--- src/rtl/pu_accum.sv ---
// Accumulator PU: two-stage pipeline forming signed running sums with sticky INVALID.
// Optional macro PU_ACCUM_SATURATE_EN makes negation/add overflow saturate instead of wrap.
module pu_accum #(
    parameter int unsigned DATA_WIDTH = 32,
    parameter int unsigned ATTR_WIDTH = 4,
    parameter int unsigned INVALID    = 0
) (
    input  logic                  clk,
    input  logic                  rst,
    input  logic                  signal_wr,
    input  logic                  signal_init,
    input  logic                  signal_neg,
    input  logic [DATA_WIDTH-1:0] data_in,
    input  logic [ATTR_WIDTH:0]   attr_in,
    input  logic                  signal_oe,
    output logic [DATA_WIDTH-1:0] data_out,
    output logic [ATTR_WIDTH:0]   attr_out
);

    localparam logic [DATA_WIDTH-1:0] MIN_VAL = {1'b1, {(DATA_WIDTH-1){1'b0}}};
    localparam logic [DATA_WIDTH-1:0] MAX_VAL = {1'b0, {(DATA_WIDTH-1){1'b1}}};

    logic [DATA_WIDTH-1:0] op_q;
    logic                  opinv_q;
    logic                  init_q;
    logic                  neg_q;
    logic                  wr_q;

    logic [DATA_WIDTH-1:0] acc;
    logic                  inv;

    logic [DATA_WIDTH-1:0] operand_raw;
    logic [DATA_WIDTH-1:0] operand;
    logic                  neg_ovf;
    logic [DATA_WIDTH-1:0] sum_raw;
    logic [DATA_WIDTH-1:0] sum_res;
    logic                  add_ovf;
    logic                  attr_unused;

    // Only the INVALID bit of attr_in carries meaning.
    assign attr_unused = ^attr_in;

    always_ff @(posedge clk or posedge rst) begin
        if (rst) begin
            op_q    <= '0;
            opinv_q <= 1'b0;
            init_q  <= 1'b0;
            neg_q   <= 1'b0;
            wr_q    <= 1'b0;
        end else begin
            wr_q <= signal_wr;
            if (signal_wr) begin
                op_q    <= data_in;
                opinv_q <= attr_in[INVALID];
                init_q  <= signal_init;
                neg_q   <= signal_neg;
            end
        end
    end

    assign operand_raw = neg_q ? (~op_q + 1'b1) : op_q;
    assign neg_ovf     = neg_q && (op_q == MIN_VAL);

    assign sum_raw = acc + operand;
    assign add_ovf = (acc[DATA_WIDTH-1] == operand[DATA_WIDTH-1]) &&
                     (sum_raw[DATA_WIDTH-1] != acc[DATA_WIDTH-1]);

`ifdef PU_ACCUM_SATURATE_EN
    // The saturated operand feeds the adder, so -MIN contributes +MAX.
    assign operand = neg_ovf ? MAX_VAL : operand_raw;
    assign sum_res = add_ovf ? (acc[DATA_WIDTH-1] ? MIN_VAL : MAX_VAL) : sum_raw;
`else
    assign operand = operand_raw;
    assign sum_res = sum_raw;
`endif

    always_ff @(posedge clk or posedge rst) begin
        if (rst) begin
            acc <= '0;
            inv <= 1'b0;
        end else if (wr_q) begin
            if (init_q) begin
                acc <= operand;
                inv <= opinv_q | neg_ovf;
            end else begin
                acc <= sum_res;
                inv <= inv | opinv_q | neg_ovf | add_ovf;
            end
        end
    end

    always_comb begin
        data_out          = signal_oe ? acc : '0;
        attr_out          = '0;
        attr_out[INVALID] = signal_oe & inv;
    end

endmodule

--- config.mk ---
export PLATFORM = sky130hd
export DESIGN_NAME = pu_accum
export DESIGN_NICKNAME = d
export VERILOG_FILES = /design/src/rtl/pu_accum.sv
export SDC_FILE = /design/constraint.sdc
export NUM_CORES = 1
export LEC_CHECK = 0
export CORE_AREA = 8 8 133 135
export DETAILED_ROUTE_END_ITERATION = 10
export DIE_AREA = 0 0 141 143
export PLACE_DENSITY = 0.59
export SYNTH_ARGS = -nofsm -noshare
export SYNTH_HDL_FRONTEND = slang
export SYNTH_SLANG_ARGS = --single-unit
export TNS_END_PERCENT = 20
--- constraint.sdc ---
create_clock -name clk -period 3.8 [get_ports clk]
set_input_delay 0.76 -clock clk [delete_from_list [all_inputs] [get_ports clk]]
set_output_delay 0.76 -clock clk [all_outputs]
set_load 0.01 [all_outputs]
Word level (Yosys, flattened, before mapping):

Index checks and enable logic that the tools add are counted.

* word-level logic and storage cells: 24
* register bits after elaboration: 69
* input port bits: 43
* output and inout port bits: 37

* reduce and logical (&&, ||, !) cells: 2
* bitwise logic cells: 6
* equality and inequality tests: 3
* muxes and demuxes: 4
* add/subtract/negate cells: 2

Operator list (count)
* 32-bit two-way mux: 3
* 32-bit by 1-bit adder with 32-bit output, second input constant: 1
* 32-bit adder: 1
* 32-bit == test, second input constant: 1
* 32-bit NOT: 1
* 1-bit bitwise OR: 4
* 1-bit logical AND: 2
* 1-bit bitwise AND: 1
* 1-bit == test: 1
* 1-bit two-way mux: 1
* 1-bit inequality test: 1

Longest topological paths before layout:

* word-level depth: 8
* gate-level depth with buffers: 16
* gate-level depth less buffers: 16

Least setup slack after synthesis:

No wires, ideal clock.

* path kind: reg2reg
* start point: register op_q[5]
* end point: register acc[21]
* period minus slack after synthesis: 4.049 ns
* buffers on the path: 0
* cell stages (with the launch flop): 14
* setup time: 0.126 ns
* slack: -0.249 ns
* data required time: 3.674 ns
* data arrival time: 3.923 ns
* cells stage by stage: dfrtp_1 > or3_1 > or4_1 > or3_1 > and2_1 > xor2_1 > ha_1 > a211oi_1 > o21ai_0 > o311ai_1 > a21boi_0 > o41ai_2 > mux2_2 > a221o_1

* longest elaborated chain between the ends: 5

RTL lines
* from (decl): line 23 `logic [DATA_WIDTH-1:0] op_q;`
* from (signal assigned): line 53 `op_q <= data_in;`
* 32-bit NOT: line 61 `assign operand_raw = neg_q ? (~op_q + 1'b1) : op_q;`
* 32-bit by 1-bit adder with 32-bit output: line 61
* 32-bit two-way mux *: line 61
* 32-bit adder: line 64 `assign sum_raw = acc + operand;`
* 32-bit two-way mux *: line 82 `if (init_q) begin`
* to (signal assigned): line 83 `acc <= operand;`
* to (signal assigned): line 86 `acc <= sum_res;`
* to (decl): line 29 `logic [DATA_WIDTH-1:0] acc;`

Every way passes the cells marked *; elsewhere a longest branch is shown, timed or not.
A chain may end at the register's enable or synchronous reset.

Final worst setup path:

* start point: register op_q[5]
* end point: register acc[29]

The elaborated chain is that of the path after synthesis.

==> impl_results.md <==
- Post-CTS clock slew at the launch and capture registers of the worst setup and hold paths: 60 ps
- GP Congestion: 0.934
- Post-Synthesis Cell Area: roughly 0.0053 sq mm
- Number of fillers in the final layout: between 1000 and 1500
- Net switching power: 0.00232 W
- Worst Hold Slack: roughly 500 ps
- Sequential power share: about a fifth
- Core area: about 0.016 sq mm
- Initial Utilization: between 30 and 40%
- Share of synthesized flip-flops with an asynchronous set or reset: 100%
- Result of the run: finished, violations left
- Synthesized area per cell: ~8.9 sq um
- Detailed-router iteration count before antenna repair: 5
- Vias per cell: 5.26
- Number of endpoints failing setup at the final stage: 7
- Number of top-level design ports: 80
- First-pass GRT wire length: ~25 mm
- Crit Path Class: reg2reg
- Number of warnings issued by yosys: 0
- Final worst-path cycle share: 106%
- Quantity of I/O buffers inserted on ports: between 70 and 80
- Die span in y: 143 um
- Startpoint type of the worst setup path: register
- Part of the Yosys area used for sequential elements: 32.3%
- Peak supply drop: 0.000248 V
- Crit path max fanout: 6
- DRT antenna net count: 0
- N_diodes: 0
- Number of clock sinks: 69
- Worst Skew: 5.13 ps
- Number of storage elements in the synthesis netlist: approximately 70
- Crit Reg-Reg Endpoint: acc[29]$_DFFE_PP0P_
- Instance count after placement with tap cells included: approximately 940
- Synth-to-layout area growth: 46.9%
- Global router's overall resource usage: between 10% and 20%
- Type of the worst min-delay path: reg2reg
- Vias after detailed routing: around 5100
- DPL Wire Length: roughly 12 mm
- Measured slew at the worst slew-check pin: 583 ps
- Final Slew Violations: 0
- Clock Latency Late Sink: approximately 340 ps
- CTS tree: done
- Start point of the critical path: op_q[5]$_DFFE_PP0P_
- Post-route DRC: 0
- Most common cell after layout, fill and taps aside: buf_4
- Count of cells along the worst hold path: 1
- Detailed Route Iter0 Violations: 228
- Die area: just over 0.02 sq mm
- Power, Total: ~0.0057 W
- Number of instances in the synthesized netlist: ~600
- Final critical delay including setup and external delays: between 4000 and 5000 ps
- Switching share of total power: roughly two fifths
- Terminating pin of the worst hold path: opinv_q$_DFFE_PP0P_
- Ratio of cells with drive above 1 in the final layout: a little under a third
- Maximum operating frequency: about 250 MHz
- Number of cells in the finished layout apart from fillers: just under 1000
- Clock root buffer: clkbuf_16
- Length in cells of the worst reg-to-reg path: 14
- Htree depth: 3
- Std cell rows: 46
- Clk network pwr share: 14.9%
- Maximum number of pins on one net before global-route repair: 40
- Netlist cell types: 65
- Number of flops mapped to enable cells by yosys: 0
- Reg2reg start: op_q[5]$_DFFE_PP0P_
- Final Hold Fails: 0
- Routed len/inst: 16.5 um
- Critical path required time: between 4000 and 5000 ps
- Violations in the final reports: setup timing
- Launch instance of the worst min-delay path: opinv_q$_DFFE_PP0P_
- Sum of overflow across all layers after global routing: 0
- Number of buffers added by the clock tree synthesis step: 9
- Number of global-route vias before repair: 5021
- NumNets Final: between 800 and 900
- Crit end category: register
- Total power per unit cell area: approximately 720 mW/mm^2
- Most frequent cells in the layout: buf_4, clkdlybuf4s50_1, dfrtp_1, nor2_1, nand2_1
- Total routed wirelength: between 15 and 20 mm
- Clock tree buffer depth: 2
- Final worst setup slack: -211 ps
- Most used flip-flop cell after synthesis: dfrtp_1
- Setup slack of the most critical reg-to-reg path: -210 ps
- RSZ-0062 raised after global routing: true
- Critical path arrival: approximately 4200 ps
- Floorplan die width: about 140 um
- Portion of total power attributed to combinational logic: 64.8%
- Count of max-cap constraint violations: 0
- Headroom to the max-slew limit: approximately three fifths
- Cell leakage power: around 3.3 nW
- Worst setup slack after placement: -309 ps
- Initial antenna violation count: 0
- Internal power: around 0.0034 W
[area by class of cell]
class	count	area (sq um)	share of cell area (%)
repair buffers	172	1490	19.0
clock inverters	4	50.0	0.638
well taps	216	270	3.44
flip-flops and latches	69	1730	22.0
clock buffers	10	239	3.04
multi-input cells	493	4030	51.4
inverters	11	41.3	0.526
[power groups by stage]
stage          logic [W]  registers (W)  clock network (W)
5_1_grt          0.00402        0.00119           0.000901
3_5_place_dp     0.00307        0.00115                  0
4_1_cts          0.00323        0.00115           0.000870
6_report         0.00368        0.00116           0.000848
2_1_floorplan    0.00202        0.00109                  0
3_3_place_gp     0.00300        0.00114                  0
[worst max-delay path by stage]
stage / end / slack [ps] / depth (start not counted)
after floorplan: acc[29]$_DFFE_PP0P_ / -70 / 14
after global placement: acc[29]$_DFFE_PP0P_ / -300 / 16
after detailed placement: acc[30]$_DFFE_PP0P_ / -310 / 16
after CTS: acc[29]$_DFFE_PP0P_ / -100 / 14
after global routing: acc[29]$_DFFE_PP0P_ / -390 / 14
final: acc[29]$_DFFE_PP0P_ / -210 / 14
[critical path, cell delays in order (launching register included)]
cell	delay, ps
dfrtp_1	370
or3_4	400
nor4_2	180
buf_4	160
nand2_1	110
o41ai_4	290
xnor2_2	190
ha_1	430
a211oi_2	280
o21bai_2	100
a21oi_2	220
a41oi_2	210
o41ai_2	320
mux2_2	360
a221o_1	260
[Yosys cell counts (3+ instances only)]
cell type / count / area [sq um]
dfrtp_1: 69 / 1730
nor2_1: 53 / 199
nand2_1: 45 / 169
o21ai_0: 42 / 210
a21oi_1: 40 / 200
and2_1: 40 / 250
mux2_2: 37 / 417
xnor2_1: 36 / 315
ha_1: 32 / 400
clkbuf_1: 19 / 71.3
nand3_1: 12 / 60.1
nor3_1: 12 / 60.1
a21o_1: 10 / 75.1
inv_1: 10 / 37.5
xor2_1: 10 / 87.6
o31ai_1: 8 / 60.1
a211oi_1: 7 / 52.6
a22oi_1: 7 / 52.6
a31oi_1: 7 / 43.8
mux2i_1: 7 / 70.1
and3_1: 6 / 37.5
nand2b_1: 6 / 37.5
nand4_1: 5 / 31.3
or3_1: 5 / 31.3
or4_1: 5 / 37.5
a221o_1: 4 / 40.0
buf_1: 4 / 15.0
buf_4: 4 / 30.0
o41ai_1: 4 / 35.0
a21boi_0: 3 / 22.5
o211ai_1: 3 / 22.5
o31a_1: 3 / 26.3
[repair_timing]
action	4_1_cts	5_1_grt
cloned	0	0
setup buffers	4	15
hold buffers	0	0
resized for setup	34	74
setup endpoints to repair	14	16
pin swaps	15	45
[cells by family after synthesis]
family,synth area share (%)
AO/OA/AOI/OAI,20.4
XOR/XNOR,7.54
adder cells (fa/ha/maj),7.87
buffers and inverters,3.04
flip-flops,32.3
multiplexers,9.11
other,0.0702
AND/OR/NAND/NOR,19.7
[per-stage QoR]
step | utilization, % | TNS, ps | area [sq um]
after floorplan | - | -168 | 5380
after global placement | 44.0 | -1400 | 6860
after detailed placement | 44.0 | -2020 | 6860
after CTS | 47.2 | -268 | 7370
after global routing | 50.3 | -2310 | 7850
final | 50.3 | -575 | 7850
[sequential cells by signal (all words and copies together), names as in the netlist]
signal   count
init_q       1
op_q        32
inv          1
acc         32
wr_q         1
opinv_q      1
neg_q        1
[layer usage]
metal | share of wire [%] | global-route usage [%]
met4 | 2.3 | 7.35
met2 | 48 | 25.3
met1 | 45 | 20.5
met3 | 4.9 | 2.40
met5 | 0 | 0
Power figures use the tool's default switching activity.
